**src/rtl/mc_ctrl.sv**
```systemverilog
// Multi-cycle MIPS-subset control unit: decodes OpCode/Funct into datapath selectors and
// sequences FETCH/DECODE/EXEC/MEM/WB. Define MC_CTRL_BUS_WAIT_EN to stall on memory readiness.
module mc_ctrl #(
  parameter int unsigned CNT_W = 32
) (
  input  logic             clk,
  input  logic             rst_n,
  input  logic [5:0]       OpCode,
  input  logic [5:0]       Funct,
  input  logic             zero,
  input  logic             imem_ready,
  input  logic             dmem_ready,
  output logic             PCWrite,
  output logic             IRWrite,
  output logic             RegWrite,
  output logic             MemRead,
  output logic             MemWrite,
  output logic [1:0]       RegDst,
  output logic             ALUSrc,
  output logic [1:0]       DataSrc,
  output logic [1:0]       NPC_Sel,
  output logic [1:0]       ExtOp,
  output logic [2:0]       ALUOp,
  output logic [2:0]       state,
  output logic             illegal,
  output logic [CNT_W-1:0] retired
);

  localparam logic [2:0] ST_FETCH  = 3'd0;
  localparam logic [2:0] ST_DECODE = 3'd1;
  localparam logic [2:0] ST_EXEC   = 3'd2;
  localparam logic [2:0] ST_MEM    = 3'd3;
  localparam logic [2:0] ST_WB     = 3'd4;
  localparam logic [2:0] ST_TRAP   = 3'd7;

  localparam logic [1:0] NPC_ADD4   = 2'd0;
  localparam logic [1:0] NPC_JUMP   = 2'd1;
  localparam logic [1:0] NPC_BRANCH = 2'd2;
  localparam logic [1:0] NPC_JR     = 2'd3;

  localparam logic [1:0] EXT_SIGNED = 2'd1;
  localparam logic [1:0] EXT_LUI    = 2'd2;

  localparam logic [2:0] ALU_SUB = 3'd1;
  localparam logic [2:0] ALU_OR  = 3'd2;
  localparam logic [2:0] ALU_LT  = 3'd3;
  localparam logic [2:0] ALU_B   = 3'd4;

  localparam logic [1:0] DST_RT = 2'd1;
  localparam logic [1:0] DST_RA = 2'd2;

  localparam logic [1:0] SRC_DM = 2'd1;
  localparam logic [1:0] SRC_PC = 2'd2;

  logic [2:0]       r_state;
  logic [2:0]       w_state_nxt;
  logic             r_started;
  logic [CNT_W-1:0] r_retired;

  logic w_rtype;
  logic w_nop, w_addu, w_subu, w_slt, w_jr;
  logic w_beq, w_addiu, w_ori, w_lui, w_lw, w_sw, w_j, w_jal;
  logic w_legal;
  logic w_imem_done, w_dmem_done;

  assign w_rtype = (OpCode == 6'b000000);
  assign w_nop   = w_rtype && (Funct == 6'b000000);
  assign w_addu  = w_rtype && (Funct == 6'b100001);
  assign w_subu  = w_rtype && (Funct == 6'b100011);
  assign w_slt   = w_rtype && (Funct == 6'b101010);
  assign w_jr    = w_rtype && (Funct == 6'b001000);
  assign w_beq   = (OpCode == 6'b000100);
  assign w_addiu = (OpCode == 6'b001001);
  assign w_ori   = (OpCode == 6'b001101);
  assign w_lui   = (OpCode == 6'b001111);
  assign w_lw    = (OpCode == 6'b100011);
  assign w_sw    = (OpCode == 6'b101011);
  assign w_j     = (OpCode == 6'b000010);
  assign w_jal   = (OpCode == 6'b000011);

  assign w_legal = w_nop | w_addu | w_subu | w_slt | w_jr | w_beq | w_addiu | w_ori |
                   w_lui | w_lw | w_sw | w_j | w_jal;

`ifdef MC_CTRL_BUS_WAIT_EN
  assign w_imem_done = imem_ready;
  assign w_dmem_done = dmem_ready;
`else
  logic w_unused_ready;
  assign w_unused_ready = imem_ready ^ dmem_ready;
  assign w_imem_done    = 1'b1;
  assign w_dmem_done    = 1'b1;
`endif

  // Selectors carry single-cycle meaning regardless of state; illegal words leave all at 0.
  always_comb begin
    RegDst  = 2'd0;
    ALUSrc  = 1'b0;
    DataSrc = 2'd0;
    NPC_Sel = NPC_ADD4;
    ExtOp   = 2'd0;
    ALUOp   = 3'd0;
    unique case (1'b1)
      w_subu: ALUOp = ALU_SUB;
      w_slt:  ALUOp = ALU_LT;
      w_jr:   NPC_Sel = NPC_JR;
      w_beq: begin
        ALUOp   = ALU_SUB;
        ExtOp   = EXT_SIGNED;
        NPC_Sel = zero ? NPC_BRANCH : NPC_ADD4;
      end
      w_addiu: begin
        RegDst = DST_RT;
        ALUSrc = 1'b1;
        ExtOp  = EXT_SIGNED;
      end
      w_ori: begin
        RegDst = DST_RT;
        ALUSrc = 1'b1;
        ALUOp  = ALU_OR;
      end
      w_lui: begin
        RegDst = DST_RT;
        ALUSrc = 1'b1;
        ExtOp  = EXT_LUI;
        ALUOp  = ALU_B;
      end
      w_lw: begin
        RegDst  = DST_RT;
        ALUSrc  = 1'b1;
        ExtOp   = EXT_SIGNED;
        DataSrc = SRC_DM;
      end
      w_sw: begin
        ALUSrc = 1'b1;
        ExtOp  = EXT_SIGNED;
      end
      w_j:    NPC_Sel = NPC_JUMP;
      w_jal: begin
        NPC_Sel = NPC_JUMP;
        RegDst  = DST_RA;
        DataSrc = SRC_PC;
      end
      default: ;
    endcase
  end

  // r_started holds the FSM idle until the first edge after reset release.
  always_comb begin
    w_state_nxt = r_state;
    PCWrite     = 1'b0;
    IRWrite     = 1'b0;
    RegWrite    = 1'b0;
    MemRead     = 1'b0;
    MemWrite    = 1'b0;
    if (r_started) begin
      case (r_state)
        ST_FETCH: begin
          if (w_imem_done) begin
            IRWrite     = 1'b1;
            w_state_nxt = ST_DECODE;
          end
        end
        ST_DECODE: begin
          if (!w_legal) begin
            w_state_nxt = ST_TRAP;
          end else if (w_nop || w_j) begin
            PCWrite     = 1'b1;
            w_state_nxt = ST_FETCH;
          end else if (w_jal) begin
            w_state_nxt = ST_WB;
          end else begin
            w_state_nxt = ST_EXEC;
          end
        end
        ST_EXEC: begin
          if (w_beq || w_jr) begin
            PCWrite     = 1'b1;
            w_state_nxt = ST_FETCH;
          end else if (w_lw || w_sw) begin
            w_state_nxt = ST_MEM;
          end else begin
            w_state_nxt = ST_WB;
          end
        end
        ST_MEM: begin
          MemRead  = w_lw;
          MemWrite = w_sw;
          if (w_dmem_done) begin
            if (w_sw) begin
              PCWrite     = 1'b1;
              w_state_nxt = ST_FETCH;
            end else begin
              w_state_nxt = ST_WB;
            end
          end
        end
        ST_WB: begin
          RegWrite    = 1'b1;
          PCWrite     = 1'b1;
          w_state_nxt = ST_FETCH;
        end
        ST_TRAP: w_state_nxt = ST_TRAP;
        default: w_state_nxt = ST_FETCH;
      endcase
    end
  end

  always_ff @(posedge clk or negedge rst_n) begin
    if (!rst_n) begin
      r_state   <= ST_FETCH;
      r_started <= 1'b0;
      r_retired <= '0;
    end else begin
      r_state   <= w_state_nxt;
      r_started <= 1'b1;
      if (PCWrite) begin
        r_retired <= r_retired + CNT_W'(1);
      end
    end
  end

  assign state   = r_state;
  assign illegal = (r_state == ST_TRAP);
  assign retired = r_retired;

endmodule

```
**config.mk**
```make
export PLATFORM = sky130hd
export DESIGN_NAME = mc_ctrl
export DESIGN_NICKNAME = d
export VERILOG_FILES = /design/src/rtl/mc_ctrl.sv
export SDC_FILE = /design/constraint.sdc
export NUM_CORES = 1
export LEC_CHECK = 0
export CORE_MARGIN = 3
export CORE_UTILIZATION = 46
export DETAILED_ROUTE_END_ITERATION = 10
export MAX_ROUTING_LAYER = met4
export PLACE_DENSITY = 0.83
export SKIP_LAST_GASP = 1
export SLEW_MARGIN = 25
export SYNTH_ARGS = -nofsm -noshare
export SYNTH_HDL_FRONTEND = slang
export SYNTH_SLANG_ARGS = --single-unit
```
**constraint.sdc**
```tcl
create_clock -name clk -period 2.51 [get_ports clk]
set_input_delay 0.3765 -clock clk [delete_from_list [all_inputs] [get_ports clk]]
set_output_delay 0.3765 -clock clk [all_outputs]
set_load 0.005 [all_outputs]
```
---- Yosys cells after proc, flatten, opt, wreduce, memory -nomap -nowiden ----
Cells that the tools add are included.
storage, ports and cells
  bits in registers ....................... 36
  input port bits ......................... 17
  logic and storage cells ................. 77
operators by class
  $add $sub $neg .......................... 1
  equal/unequal tests ..................... 17
  mux-type cells .......................... 28
  bitwise gates (word level) .............. 12
  reduce and logical (&&, ||, !) cells .... 16
operators by type and width
  kind                                                  count
  adder 32 x 1 -> 32 bit (second input constant)        1
  equality test 6 bit (second input constant)           5
  equality test 6 x 4 -> 1 bit (second input constant)  4
  2-to-1 mux 3 bit                                      6
  case mux 3 bit (5 select lines)                       1
  2-to-1 mux 1 bit                                      14
  equality test 6 x 2 -> 1 bit (second input constant)  2
  zero test 6 bit                                       2
  bitwise OR 1 bit                                      12
  case mux 2 bit (2 select lines)                       3
  case mux 3 bit (4 select lines)                       1
  OR reduction 4 bit                                    2
  equality test 3 x 2 -> 1 bit (second input constant)  2
  equality test 3 bit (second input constant)           2
  equality test 6 x 3 -> 1 bit (second input constant)  1
  case mux 2 bit (3 select lines)                       1
  logical AND 1 bit                                     5
  OR reduction 5 bit                                    1
  case mux 1 bit (4 select lines)                       1
  OR reduction 2 bit                                    2
  equality test 3 x 1 -> 1 bit (second input constant)  1
  zero test 3 bit                                       1
  logical OR 1 bit                                      3
  2-to-1 mux 2 bit                                      1

---- Longest topological paths before layout ----
  depth in word-level cells ............... 17
  mapped depth ............................ 8

---- Worst setup path before layout ----
Ideal clock, no wire load.
  path type ............................... input to register
  start ................................... in OpCode[0]
  end ..................................... reg r_retired[1], in the netlist retired[1]
  arrival time ............................ 2187 ps
  data required time ...................... 2385 ps
  path slack .............................. 199 ps
  stages .................................. 7
  cell sequence ........................... clkbuf_2 > nor4_4 > nand3_1 > a2111oi_4 > nor3_2 > nor2_1 > mux2_2
between the ends
  word-level cells in the longest chain between the ends .. 17
  elaborated cells between the ends (all ways) .. 34
ends and longest elaborated chain
  item                                  RTL line  RTL
  from (decl)                           8         input logic [5:0] OpCode,
  zero test 6 bit                       66        assign w_rtype = (OpCode == 6'b000000);
  logical AND 1 bit (on tied branches)  67, 68
  bitwise OR 1 bit (8 in a row)         81        assign w_legal = w_nop | w_addu | w_subu | w_slt | w_jr | w_beq | w_addiu | w_ori |
  bitwise OR 1 bit (4 in a row)         82        w_lui | w_lw | w_sw | w_j | w_jal;
  2-to-1 mux 1 bit                      164       if (!w_legal) begin
  case mux 1 bit (4 select lines) (*)   156       case (r_state)
  2-to-1 mux 1 bit (*)                  155       if (r_started) begin
  named net PCWrite                     13        output logic PCWrite,
  to (signal assigned)                  217       r_retired <= r_retired + CNT_W'(1);
  to (decl)                             58        logic [CNT_W-1:0] r_retired;
The timed path passes the listed nets; every way through them passes the cells marked *.
A chain may end at the register's enable or synchronous reset.

---- Final worst setup path ----
  start ................................... in OpCode[1]
  end ..................................... reg r_retired[28], in the netlist retired[28]
between the ends
  word-level cells in the longest chain between the ends .. 17
  elaborated cells between the ends (all ways) .. 34
ends and longest elaborated chain
  item                                  RTL line
  zero test 6 bit                       66
  logical AND 1 bit (on tied branches)  67, 68
  bitwise OR 1 bit (8 in a row)         81
  bitwise OR 1 bit (4 in a row)         82
  2-to-1 mux 1 bit                      164
  case mux 1 bit (4 select lines) (*)   156
  2-to-1 mux 1 bit (*)                  155
Mark *: on every way between the ends. The rest lies on a longest branch, timed or not.

==> out/qor.yml <==
async_reset_ff_share_pct: 100
ys_top_cells_by_area: "dfrtp_1 41%, xor2_1 12%, nand2_1 5.3%, nor3_1 4.1%, nor4_1 4.0%"
die_h_um: 75.0
drtIter0Drc: 115
routed_wirelength_um: 6190
io_buffers: 67
synthesis.nets: 259
cts_root_buf: "clkbuf_8"
tritoncts: "yes"
min_period_ns: 2.43
slew_viol_final: 0
vdd_drop_max_uv: 274
fmax_mhz: 411
rsz0062_at_grt: "yes"
path_delay_family: "buffers and inverters"
cp_common_cell: "buf_4"
synth_ff_type: "dfrtp_1"
synth_top_area_share_pct: 41.1
worst_ep_arrival_time_ns: 2.64
dp_hpwl_um: 4280
ctsLongestPathBuffers: 2
multi_input_area_um2: 1300
setup_violations: 0
fin_crit_sh_pct: 96.9
seq_area_frac_synth_pct: 41.1
syn_area_um2: 2190
cts_hold_buf: 0
first_pass_iters: 5
place_congestion: 0.882
p_sw_mw: 0.660
initial_core_util_pct: 49.0
path_buf_inv: 5
wl_per_cell_um: 15.7
cp-end-kind: "flip-flop"
grt_pass1_vias: 2136
htree_levels: 2
nNetsFinal: 359
reg2reg_from: "state[2]"
ys_warn_count: 0
clkPwrFrac_pct: 22.4
cap_viol_max_count: 0
maxSlewHeadroom_pct: 58.7
synthToLayoutAreaGrowth_pct: 53.0
fin_worst_skew_ns: 0.00250
combPwrFrac_pct: 39.6
cp_slowest_cell: "a2111oi_4"
drc: 0
cts_buffers: 5
path_clk_slew_ns: 0.07
ioPinCount: 70
row_count: 24
via_per_inst: 5.60
crit_fanout: 10
slowest_delay_ns: 0.44
power_density_nw_per_um2: 570
yosys.area.top_type: "dfrtp_1"
synth.avg_cell_area_um2: 9.10
worst_pin_slew_ns: 0.618
power.share.switching_pct: 34.5
ys_ff_latch: 36
path_cells: "dlygate4sd2_1 > nor4_4 > buf_4 > nand3_2 > a2111oi_4 > buf_4 > buf_4 > o31ai_2 > buf_4 > nor4_4 > xor2_1"
vias: 2208
placedCellCount: 384
hold_viol: 0
status: "finished, final reports clean"
p_leak_nw: 1.47
seq_area_um2: 901
power.internal_mw: 1.25
syn_inst: 241
synth.distinct_cells: 43
globalRouteOverflowTotal: 0
drive_gt1_share_pct: 21.1
hp-class: "in2async"
groute.usage.overall_pct: 23.6
ant_nets: 0
n_fill_cell: 317
antenna_found_initial: 0
holdWs_ns: 0.490
cp.required_ns: 2.72
clkLatencyLatePin_ns: 0.29
critPathKind: "in2reg"
p_seq_share_pct: 38.1
crit_start: "OpCode[1]"
coreArea_um2: 4470
design.die.area_um2: 5630
critPathLaunchType: "primary input"
finalNonFillerCells: 394
grt_start_max_net_pins: 37
grt_pass1_wl_um: 9920
antenna_cells: 0
finalCoreUtilization_pct: 74.9
fp.dieW_um: 75.0
clkSinkCount: 36
synth-edff-count: 0
-- worst register-to-register path: stages, from the launching register on --
cell and delay [ns]:
dfrtp_1 0.38, buf_4 0.19, xnor2_1 0.21, nand3_1 0.12
or3_1 0.60, nor4_1 0.43, xor2_1 0.17
-- stage by stage --
stage               power [mW]  setup slack, ns  setup TNS, ns  cell area (um2)
finish                    1.91           0.0770              0             3350
global route              2.02          -0.0858         -0.126             3350
CTS                       1.90           0.0124              0             3280
detailed placement        1.47           -0.587         -10.20             3140
global placement          1.45           -0.540          -7.43             3140
floorplan                 1.10            0.199              0             2190
-- synth_stat cells (2+ instances only) --
cell	instances
o221ai_1	2
o21ai_0	7
a21oi_1	5
clkbuf_1	5
nor4_4	2
and3_1	7
inv_1	10
nor4_2	2
xor2_1	31
nand2_1	31
xnor2_1	3
dfrtp_1	36
nor2b_1	2
nand3_1	12
nor3_1	18
nor2_1	14
and4_1	2
or2_2	2
nand4_1	8
buf_2	4
o211ai_1	2
nand2b_1	2
nor4_1	14
-- kinds of logic after synthesis --
kind of cell             Yosys count  share of synthesized area [%]
buffers and inverters             22                           4.39
multiplexers                       1                          0.514
other                              1                          0.171
flip-flops                        36                           41.1
XOR/XNOR                          34                           13.6
AND/OR/NAND/NOR                  124                           32.1
adder cells (fa/ha/maj)            1                          0.571
AO/OA/AOI/OAI                     22                           7.59
-- flip-flops by register name, indices dropped and copies added (netlist names) --
signal	count
r_started	1
state	3
retired	32
-- routing by layer --
| layer | share of wire (%) | GRT usage, % | wire length, um | vias to the layer above |
|---|---|---|---|---|
| li1 | - | - | - | 1057 |
| met1 | 42 | 27.9 | 2590 | 1067 |
| met2 | 51 | 39.3 | 3180 | 71 |
| met3 | 4.8 | 5.34 | 297 | 13 |
| met4 | 2.1 | 8.50 | 128 | 0 |
| met5 | 0 | - | 0 | - |
-- power groups by stage --
| stage | combinational [mW] | clock [mW] | sequential, mW |
|---|---|---|---|
| 5_1_grt | 0.824 | 0.455 | 0.740 |
| 6_report | 0.756 | 0.427 | 0.727 |
| 3_3_place_gp | 0.719 | 0 | 0.733 |
| 3_5_place_dp | 0.733 | 0 | 0.739 |
| 4_1_cts | 0.737 | 0.431 | 0.728 |
| 2_1_floorplan | 0.371 | 0 | 0.727 |
-- timing repair --
action | in CTS | in global routing
resized for setup | 19 | 14
endpoints found under the setup margin | 27 | 22
setup buffers | 2 | 0
gates cloned | 0 | 0
pin swaps | 6 | 5
-- area by class of cell --
| type | instances | area share, % |
|---|---|---|
| tap | 52 | 1.94 |
| inverter | 10 | 1.12 |
| timing repair buffer | 105 | 28.4 |
| sequential | 36 | 26.9 |
| multi-input combinational | 183 | 38.8 |
| clock buffer | 7 | 2.57 |
| clock inverter | 1 | 0.224 |
-- cell usage in the layout (no fill, tap or decap), types with 2 or more instances in the layout --
cell type | synthesis | final
dlymetal6s2s_1 | 0 | 3
or2_2 | 2 | 2
nor2b_1 | 2 | 2
xnor2_1 | 3 | 3
dfrtp_1 | 36 | 36
clkbuf_8 | 0 | 6
nor4_2 | 2 | 5
o221ai_1 | 2 | 2
buf_4 | 0 | 37
nand2b_1 | 2 | 2
nand4_1 | 8 | 8
o211ai_1 | 2 | 2
and4_1 | 2 | 2
nor2_1 | 14 | 13
inv_1 | 10 | 10
xor2_1 | 31 | 31
a21oi_1 | 5 | 5
nand3_1 | 12 | 11
and3_1 | 7 | 6
dlygate4sd2_1 | 0 | 7
o21ai_0 | 7 | 6
clkdlybuf4s50_1 | 0 | 56
nand2_1 | 31 | 31
nor4_1 | 14 | 8
nor4_4 | 2 | 5
nor3_1 | 18 | 17
-- final timing paths --
check                         endpoint  slack (ns)  cells past startpoint
max                        retired[28]        0.08                     11
min                         retired[5]        0.49                      2
max reg2reg                retired[29]        0.33                      6
min reg2reg                 retired[4]        0.49                      1
max in group asynchronous  retired[15]        1.70                      2
min in group clk            retired[4]        0.49                      1
No activity file was read; power rests on OpenSTA's default activity.
